$ cat src/rtl/uart_rx_line_con_if.sv
// Byte-in / line-out bundle between the UART receiver, the line assembler and its consumer.
// master = receiver + consumer side, slave = the assembler.
interface uart_rx_line_con_if;
    logic [7:0]  rbus;
    logic        rvalid;
    logic        rack;
    logic [31:0] rbuf;
    logic [2:0]  bcount;
    logic        line_valid;
    logic        ovf;
    logic        overrun;
    logic        tmo;

    modport master (
        output rbus, rvalid, rack,
        input  rbuf, bcount, line_valid, ovf, overrun, tmo
    );

    modport slave (
        input  rbus, rvalid, rack,
        output rbuf, bcount, line_valid, ovf, overrun, tmo
    );
endinterface

$ cat src/rtl/uart_rx_line_con.sv
// Packs up to four received data bytes into a 32-bit word per CR-terminated line and
// holds the line until acknowledged; spaces/LF are skipped, stale partial lines time out.
module uart_rx_line_con #(
    parameter int unsigned TIMEOUT   = 0,
    parameter logic [7:0]  TERM_CHAR = 8'd13
) (
    input  logic              clk,
    input  logic              rst_n,
    uart_rx_line_con_if.slave lbus
);

    localparam logic [1:0] ST_IDLE    = 2'd0;
    localparam logic [1:0] ST_COLLECT = 2'd1;
    localparam logic [1:0] ST_HOLD    = 2'd2;

    localparam int unsigned      CW      = (TIMEOUT < 32'd2) ? 1 : $clog2(TIMEOUT + 32'd1);
    localparam logic [CW-1:0]    TMO_MAX = CW'(TIMEOUT);

    logic [1:0]    state_r,      state_s;
    logic [31:0]   rbuf_r,       rbuf_s;
    logic [2:0]    count_r,      count_s;
    logic [2:0]    bcount_r,     bcount_s;
    logic          line_valid_r, line_valid_s;
    logic          ovf_r,        ovf_s;
    logic          overrun_r,    overrun_s;
    logic          tmo_r,        tmo_s;
    logic [CW-1:0] idle_cnt_r,   idle_cnt_s;

    logic          is_ign_s;
    logic          is_term_s;
    logic          is_data_s;
    logic          acked_s;
    logic          tmo_hit_s;
    logic [1:0]    st_eff_s;

    // Byte classification, idle counter and the acknowledge-wins state override.
    always_comb begin
        is_ign_s  = (lbus.rbus == 8'd10) || (lbus.rbus == 8'd32);
        is_term_s = !is_ign_s && (lbus.rbus == TERM_CHAR);
        is_data_s = !is_ign_s && !is_term_s;
        acked_s   = (state_r == ST_HOLD) && lbus.rack;
        st_eff_s  = acked_s ? ST_IDLE : state_r;

        if (lbus.rvalid) begin
            idle_cnt_s = {CW{1'b0}};
        end else if (idle_cnt_r == TMO_MAX) begin
            idle_cnt_s = idle_cnt_r;
        end else begin
            idle_cnt_s = idle_cnt_r + CW'(1);
        end
        tmo_hit_s = (TIMEOUT != 32'd0) && !lbus.rvalid && (idle_cnt_s == TMO_MAX);
    end

    // Next-state and datapath for the IDLE / COLLECT / HOLD line machine.
    always_comb begin
        state_s      = st_eff_s;
        rbuf_s       = rbuf_r;
        count_s      = count_r;
        bcount_s     = bcount_r;
        line_valid_s = line_valid_r;
        ovf_s        = ovf_r;
        overrun_s    = overrun_r;
        tmo_s        = 1'b0;

        if (acked_s) begin
            line_valid_s = 1'b0;
            overrun_s    = 1'b0;
        end else begin
            line_valid_s = line_valid_r;
        end

        case (st_eff_s)
            ST_IDLE: begin
                // A bare terminator from IDLE is ignored so empty lines never complete.
                if (lbus.rvalid && is_data_s) begin
                    rbuf_s  = {24'd0, lbus.rbus};
                    count_s = 3'd1;
                    ovf_s   = 1'b0;
                    state_s = ST_COLLECT;
                end else begin
                    state_s = ST_IDLE;
                end
            end
            ST_COLLECT: begin
                if (lbus.rvalid) begin
                    if (is_data_s) begin
                        if (count_r < 3'd4) begin
                            rbuf_s  = {rbuf_r[23:0], lbus.rbus};
                            count_s = count_r + 3'd1;
                        end else begin
                            ovf_s   = 1'b1;
                        end
                    end else if (is_term_s) begin
                        bcount_s     = count_r;
                        line_valid_s = 1'b1;
                        state_s      = ST_HOLD;
                    end else begin
                        state_s = ST_COLLECT;
                    end
                end else if (tmo_hit_s) begin
                    tmo_s   = 1'b1;
                    count_s = 3'd0;
                    ovf_s   = 1'b0;
                    state_s = ST_IDLE;
                end else begin
                    state_s = ST_COLLECT;
                end
            end
            ST_HOLD: begin
                if (lbus.rvalid) begin
                    overrun_s = 1'b1;
                end else begin
                    overrun_s = overrun_r;
                end
            end
            default: begin
                state_s = ST_IDLE;
            end
        endcase
    end

    // State and output registers; reset drops all line content immediately.
    always_ff @(posedge clk or negedge rst_n) begin
        if (!rst_n) begin
            state_r      <= ST_IDLE;
            rbuf_r       <= 32'd0;
            count_r      <= 3'd0;
            bcount_r     <= 3'd0;
            line_valid_r <= 1'b0;
            ovf_r        <= 1'b0;
            overrun_r    <= 1'b0;
            tmo_r        <= 1'b0;
            idle_cnt_r   <= {CW{1'b0}};
        end else begin
            state_r      <= state_s;
            rbuf_r       <= rbuf_s;
            count_r      <= count_s;
            bcount_r     <= bcount_s;
            line_valid_r <= line_valid_s;
            ovf_r        <= ovf_s;
            overrun_r    <= overrun_s;
            tmo_r        <= tmo_s;
            idle_cnt_r   <= idle_cnt_s;
        end
    end

    assign lbus.rbuf       = rbuf_r;
    assign lbus.bcount     = bcount_r;
    assign lbus.line_valid = line_valid_r;
    assign lbus.ovf        = ovf_r;
    assign lbus.overrun    = overrun_r;
    assign lbus.tmo        = tmo_r;

endmodule

$ cat src/flat_wrapper.sv
// flat-port wrapper written by rule: the top's interface ports become plain ports
module uart_rx_line_con_flat 
#(
    parameter int unsigned TIMEOUT   = 0,
    parameter logic [7:0]  TERM_CHAR = 8'd13
)
  (clk, rst_n, lbus_rbus, lbus_rvalid, lbus_rack, lbus_rbuf, lbus_bcount, lbus_line_valid, lbus_ovf, lbus_overrun, lbus_tmo);
  uart_rx_line_con_if lbus_i ();
  input  logic clk;
  input  logic rst_n;
  input wire logic [$bits(lbus_i.rbus)-1:0] lbus_rbus;
  input wire logic [$bits(lbus_i.rvalid)-1:0] lbus_rvalid;
  input wire logic [$bits(lbus_i.rack)-1:0] lbus_rack;
  output wire logic [$bits(lbus_i.rbuf)-1:0] lbus_rbuf;
  output wire logic [$bits(lbus_i.bcount)-1:0] lbus_bcount;
  output wire logic [$bits(lbus_i.line_valid)-1:0] lbus_line_valid;
  output wire logic [$bits(lbus_i.ovf)-1:0] lbus_ovf;
  output wire logic [$bits(lbus_i.overrun)-1:0] lbus_overrun;
  output wire logic [$bits(lbus_i.tmo)-1:0] lbus_tmo;
  assign lbus_i.rbus = lbus_rbus;
  assign lbus_i.rvalid = lbus_rvalid;
  assign lbus_i.rack = lbus_rack;
  assign lbus_rbuf = lbus_i.rbuf;
  assign lbus_bcount = lbus_i.bcount;
  assign lbus_line_valid = lbus_i.line_valid;
  assign lbus_ovf = lbus_i.ovf;
  assign lbus_overrun = lbus_i.overrun;
  assign lbus_tmo = lbus_i.tmo;
  uart_rx_line_con #(.TIMEOUT(TIMEOUT), .TERM_CHAR(TERM_CHAR)) u_core (.clk(clk), .rst_n(rst_n), .lbus(lbus_i));
endmodule
$ cat config.mk
export PLATFORM = sky130hd
export DESIGN_NAME = uart_rx_line_con_flat
export DESIGN_NICKNAME = d
export VERILOG_FILES = /design/src/rtl/uart_rx_line_con_if.sv /design/src/rtl/uart_rx_line_con.sv /design/src/flat_wrapper.sv
export SDC_FILE = /design/constraint.sdc
export NUM_CORES = 1
export LEC_CHECK = 0
export CAP_MARGIN = 20
export CORE_ASPECT_RATIO = 0.5
export CORE_MARGIN = 4
export CORE_UTILIZATION = 25
export CTS_CLUSTER_DIAMETER = 100
export DETAILED_ROUTE_END_ITERATION = 10
export SLEW_MARGIN = 25
export SYNTH_ARGS = -nofsm -noshare
export SYNTH_HDL_FRONTEND = slang
export SYNTH_SLANG_ARGS = --single-unit
$ cat constraint.sdc
create_clock -name clk -period 1.5 [get_ports clk]
set_input_delay 0.15 -clock clk [delete_from_list [all_inputs] [get_ports clk]]
set_output_delay 0.15 -clock clk [all_outputs]
set_load 0.005 [all_outputs]
======== Word-level counts from Yosys, hierarchy flattened ========
Cells that the tools add are included.
W data, S select, Z words.
word-level totals
  bits in registers ....................... 43
  output and inout port bits .............. 39
  logic and storage cells ................. 65
cells by class
  $add $sub $neg .......................... 1
  eq/ne operators ......................... 12
  magnitude comparators ................... 1
  reduce and logical (&&, ||, !) cells .... 14
  bitwise logic cells ..................... 1
  multiplexer cells ....................... 29
operator list
  operator               number
  $mux W32               4
  $pmux W32 S2           1
  $eq A8 B4 Y1 const B   2
  $mux W1                13
  $mux W3                4
  $reduce_and A5 Y1      2
  $eq A8 B6 Y1 const B   1
  $mux W2                4
  $ne A2 B1 Y1 const B   3
  $ne A2 B2 Y1 const B   3
  $pmux W2 S3            1
  $pmux W3 S2            1
  $eq A2 B2 Y1 const B   2
  $logic_and A1 B1 Y1    4
  $reduce_and A4 Y1      1
  $reduce_bool A2 Y1     2
  $add A3 B1 Y3 const B  1
  $lt A3 B3 Y1 const B   1
  $eq A2 B1 Y1 const B   1
  $logic_not A1 Y1       2
  $logic_not A2 Y1       1
  $pmux W1 S2            1
  $reduce_and A2 Y1      1
  $logic_or A1 B1 Y1     1
  $not A1 Y1             1

======== Depth between registers and ports, before layout ========
Gate-level depths: netlist of the first run.
  word-level depth ........................ 9
  mapped depth ............................ 6
  depth with buffers taken out ............ 4

======== Worst setup path after synthesis of the first run ========
Ideal clock, no wire load.
  path kind ............................... in2reg
  start point ............................. input lbus_rbus[1]
  end point ............................... register u_core.rbuf_r[4], in the netlist u_core.lbus.rbuf[4]
  stages .................................. 6
  setup time .............................. 0.127 ns
  setup slack ............................. -0.386 ns
  data required time ...................... 1.373 ns
  data arrival time ....................... 1.759 ns
  cells stage by stage .................... or4_4 > o41ai_4 > or3_1 > buf_4 > buf_6 > mux2_1
between the ends
  word-level cells in the longest chain between the ends .. 9
  elaborated cells between the ends (all ways) .. 12
  classes of those cells .................. eq/ne (5); reduce/logical (7)
RTL lines
  item                                          line                                            RTL
  start, declared                               flat_wrapper.sv:11                              input wire logic [$bits(lbus_i.rbus)-1:0] lbus_rbus;
  $eq A8 B4 Y1 or $eq A8 B6 Y1 (tied branches)  uart_rx_line_con.sv:38                          is_ign_s = (lbus.rbus == 8'd10) || (lbus.rbus == 8'd32);
  $logic_or A1 B1 Y1                            uart_rx_line_con.sv:38
  $logic_not A1 Y1                              uart_rx_line_con.sv:39, uart_rx_line_con.sv:40
  $logic_and A1 B1 Y1                           uart_rx_line_con.sv:39                          is_term_s = !is_ign_s && (lbus.rbus == TERM_CHAR);
  $logic_not A1 Y1                              uart_rx_line_con.sv:40                          is_data_s = !is_ign_s && !is_term_s;
  $logic_and A1 B1 Y1 (*)                       uart_rx_line_con.sv:40
  $logic_and A1 B1 Y1                           uart_rx_line_con.sv:75                          if (lbus.rvalid && is_data_s) begin
  $ne A2 B1 Y1 (no line)                        --
  $reduce_and A5 Y1 (no line) (*)               --
  end signal, assigned                          uart_rx_line_con.sv:136                         rbuf_r <= rbuf_s;
  end, declared                                 uart_rx_line_con.sv:20                          logic [31:0] rbuf_r, rbuf_s;
Every way passes the cells marked *; elsewhere a longest branch is shown, timed or not.
A chain may end at the register's enable or synchronous reset.

======== Worst setup path after layout of the first run ========
  start point ............................. register u_core.state_r[1]
  end point ............................... register u_core.rbuf_r[14], in the netlist u_core.lbus.rbuf[14]
between the ends
  word-level cells in the longest chain between the ends .. 6
  elaborated cells between the ends (all ways) .. 12
  classes of those cells .................. eq/ne (6); mux (2); reduce/logical (4)
RTL lines
  item                                                  line                     RTL
  start, declared                                       uart_rx_line_con.sv:19   logic [1:0] state_r, state_s;
  start signal, assigned                                uart_rx_line_con.sv:135  state_r <= state_s;
  $eq A2 B2 Y1                                          uart_rx_line_con.sv:41   acked_s = (state_r == ST_HOLD) && lbus.rack;
  $logic_and A1 B1 Y1                                   uart_rx_line_con.sv:41
  $mux W2 (*)                                           uart_rx_line_con.sv:42   st_eff_s = acked_s ? ST_IDLE : state_r;
  $eq A2 B1 Y1 or $logic_not A2 Y1 (tied branches)      uart_rx_line_con.sv:72   case (st_eff_s)
  $ne A2 B1 Y1 (no line), or another cell as far along  --
  $reduce_and A5 Y1 (no line)                           --
Marks and branches as above.

==> results of run 1 <==
[Yosys cell counts, types with 2 or more instances]
cell,number,area (um^2)
nor2b_1,4,25.0
a21o_1,2,15.0
mux2_1,11,124
a22o_1,25,219
a21oi_1,3,15.0
nand2_1,3,11.3
or3_1,3,18.8
buf_4,4,30.0
dfrtp_1,43,1080
o21ai_0,5,25.0
inv_1,2,7.51
o211ai_1,2,15.0
buf_2,2,10.0
o221a_2,2,22.5
[state kept, by name, indices dropped and copies added (netlist names)]
name and cells:
u_core.count_r 3, u_core.lbus.bcount 3, u_core.lbus.line_valid 1, u_core.lbus.overrun 1, u_core.lbus.ovf 1, u_core.lbus.rbuf 32
u_core.state_r 2
[layout make-up]
cell class | instances | share of cell area, %
Inverter | 2 | 0.253
Sequential cell | 43 | 36.3
Clock inverter | 3 | 0.676
Timing Repair Buffer | 84 | 28.6
Tap cell | 92 | 3.89
Clock buffer | 5 | 4.22
Multi-Input combinational cell | 77 | 26.1
[worst max path at each step]
stage                       from               endpoint
2_1_floorplan       lbus_rbus[1]    u_core.lbus.rbuf[4]
3_3_place_gp        lbus_rbus[1]   u_core.lbus.rbuf[14]
3_5_place_dp        lbus_rbus[1]  u_core.lbus.bcount[2]
4_1_cts        u_core.state_r[1]    u_core.lbus.rbuf[9]
5_1_grt        u_core.state_r[1]   u_core.lbus.rbuf[21]
6_report       u_core.state_r[1]   u_core.lbus.rbuf[14]
[metrics by stage]
stage	setup TNS [ns]	std cells	instance area (um^2)	util, %
global route	-6.23	306	2960	43.4
detailed placement	-32.52	286	2530	37.1
global placement	-31.21	286	2530	37.1
floorplan	-8.65	129	1800	-
finish	-4.93	306	2960	43.4
CTS	-6.13	303	2880	42.1
[metal layers]
layer	vias up	wire, um
met1	758	2270
met5	-	0
met2	28	2550
li1	662	-
met4	0	49
met3	5	170
[worst max-delay path, cell delays in order (launching register included)]
cell     delay [ns]
dfrtp_1        0.40
nor2b_4        0.14
o22a_1         0.17
or3_4          0.36
buf_12         0.16
buf_8          0.13
a22o_1         0.19
[cells by family (layout without fill, tap and decap cells)]
family	count (synthesis)	after routing	share of synthesized area, %
and+or+nand+nor	21	21	7.78
muxes	12	12	7.44
other	1	1	0.208
buffers and inverters	9	94	3.27
AOI/OAI and AO/OA	42	42	20.8
adders and majority gates	1	1	0.695
DFF	43	43	59.8
[power groups by stage]
stage	Combinational, W	Sequential [W]	Clock (W)
after floorplan	0.000301	0.00173	0
after global placement	0.00104	0.00176	0
after detailed placement	0.00106	0.00177	0
after CTS	0.00117	0.00177	0.00108
after global routing	0.00125	0.00181	0.00114
final	0.00117	0.00177	0.00106
[repair_timing]
item / CTS / global route
setup buffers: 5 / 4
hold buffers: 1 / 0
gates cloned: 3 / 1
endpoints found under the setup margin: 42 / 41
pin swaps: 11 / 9
endpoints found under the hold margin: 43 / 0
resized for setup: 62 / 13
==> impl_metrics.env, run 1 <==
export IMPL_run_status="complete, but fails checks"
export IMPL_violations="negative setup slack"
export IMPL_power_frac_clock_pct=26.6
export IMPL_use_met3_pct=2.34
export IMPL_clk_pin_slew_ns=0.06
export IMPL_synth_flop_cell="dfrtp_1"
export IMPL_setup_ws_ns=-0.173
export IMPL_crit_arrival_ns=1.84
export IMPL_slew_violations=0
export IMPL_clock_path_buffers=2
export IMPL_rsz0062_at_grt="yes"
export IMPL_final_cell_mix="dfrtp_1, clkdlybuf4s50_1, a22o_1"
export IMPL_ff_latch_area_um2=1080
export IMPL_yosysSeqAreaShare_pct=59.8
export IMPL_setup_violations=37
export IMPL_tritoncts="yes"
export IMPL_grt_usage_pct=12.0
export IMPL_min_from="lbus_rbus[6]"
export IMPL_antenna_found_initial=0
export IMPL_syn_nets=142
export IMPL_synth_seq_cells=43
export IMPL_whs_ns=0.113
export IMPL_n_fill_cell=617
export IMPL_synth_area_um2=1800
export IMPL_clock_latency_ns=0.28
export IMPL_numCtsBuffers=5
export IMPL_core_area_um2=6830
export IMPL_drive_above_1_share_pct=35.0
export IMPL_synthDistinctLibCells=32
export IMPL_intPower_w=0.00293
export IMPL_die_w_um=128
export IMPL_pwr_share_comb_pct=29.2
export IMPL_dieArea_um2=8710
export IMPL_crit_path_end_kind="register"
export IMPL_drc=0
export IMPL_power_leakage_nw=1.36
export IMPL_p_sw_share_pct=26.6
export IMPL_gr_max_usage_layer="met2"
export IMPL_multi_input_area_um2=772
export IMPL_r2r_end="u_core.lbus.rbuf[14]"
export IMPL_use_met2_pct=21.2
export IMPL_p_total_w=0.00400
export IMPL_portBuffers=49
export IMPL_cts_root_buf="clkbuf_16"
export IMPL_rows=21
export IMPL_hold_end="u_core.lbus.rbuf[6]"
export IMPL_setup_worst_path_start_class="register"
export IMPL_drt_iter0_markers=83
export IMPL_rr_startpoint="u_core.state_r[1]"
export IMPL_start_util_pct=26.4
export IMPL_dr_pass1_iters=4
export IMPL_synth_async_reset_ratio_pct=100
export IMPL_die_height_um=68.0
export IMPL_r2r_cells=6
export IMPL_yosysWarnings=0
export IMPL_grt_pass1_vias=1527
export IMPL_syn_avg_cell_area_um2=14.0
export IMPL_vias=1453
export IMPL_gp_congestion=0.767
export IMPL_layout_nets=226
export IMPL_synth_cells=129
export IMPL_timing_final_crit_share_pct=112
export IMPL_clock_skew_ns=0.00298
export IMPL_hp_class="input port to register"
export IMPL_final_common_cell="dfrtp_1"
export IMPL_wire_per_inst_um=16.5
export IMPL_grt_pass1_wl_um=8140
export IMPL_p_sw_w=0.00106
export IMPL_hold_violations=0
export IMPL_avgViaCountPerCell=4.75
export IMPL_ios=51
export IMPL_worst_r2r_setup_slack_ns=-0.17
export IMPL_place_ws_ns=-0.847
export IMPL_slew_headroom_pct=64.1
export IMPL_peakVddDrop_uv=451
export IMPL_crit_fanout=8
export IMPL_grt_overflow=0
export IMPL_maxCapViolCount=0
export IMPL_power_density_nw_per_um2=1350
export IMPL_timing_fmax_ghz=0.598
export IMPL_criticalPathCategory="register to register"
export IMPL_use_met1_pct=15.0
export IMPL_synth_edff_count=0
export IMPL_ant_nets=0
export IMPL_area_growth_syn_to_layout_pct=64.6
export IMPL_htree_num_levels=2
export IMPL_grt_max_degree=44
export IMPL_clkSinkCount=43
export IMPL_required_ns=1.67
export IMPL_post_dp_hpwl_um=3280
export IMPL_worst_pin_slew_ns=0.539
export IMPL_min_path_cells=2
export IMPL_antenna_cells=0
export IMPL_p_seq_share_pct=44.2
export IMPL_fin_crit_ns=1.67
export IMPL_routed_wl_um=5050
(Power assumes the default switching activity.)
==> run 2: changes to the inputs <==
Settings changed: ABC_CLOCK_PERIOD_IN_PS set to 1500, SLEW_MARGIN 25 to 20.
==> results of run 2 <==
Final layout, timing and power as in run 1 (identical DEF).
==> run 3: changes to the inputs <==
Settings changed: GPL_TIMING_DRIVEN set to 1.
==> results of run 3 <==
Final layout, timing and power as in run 1 (identical DEF).
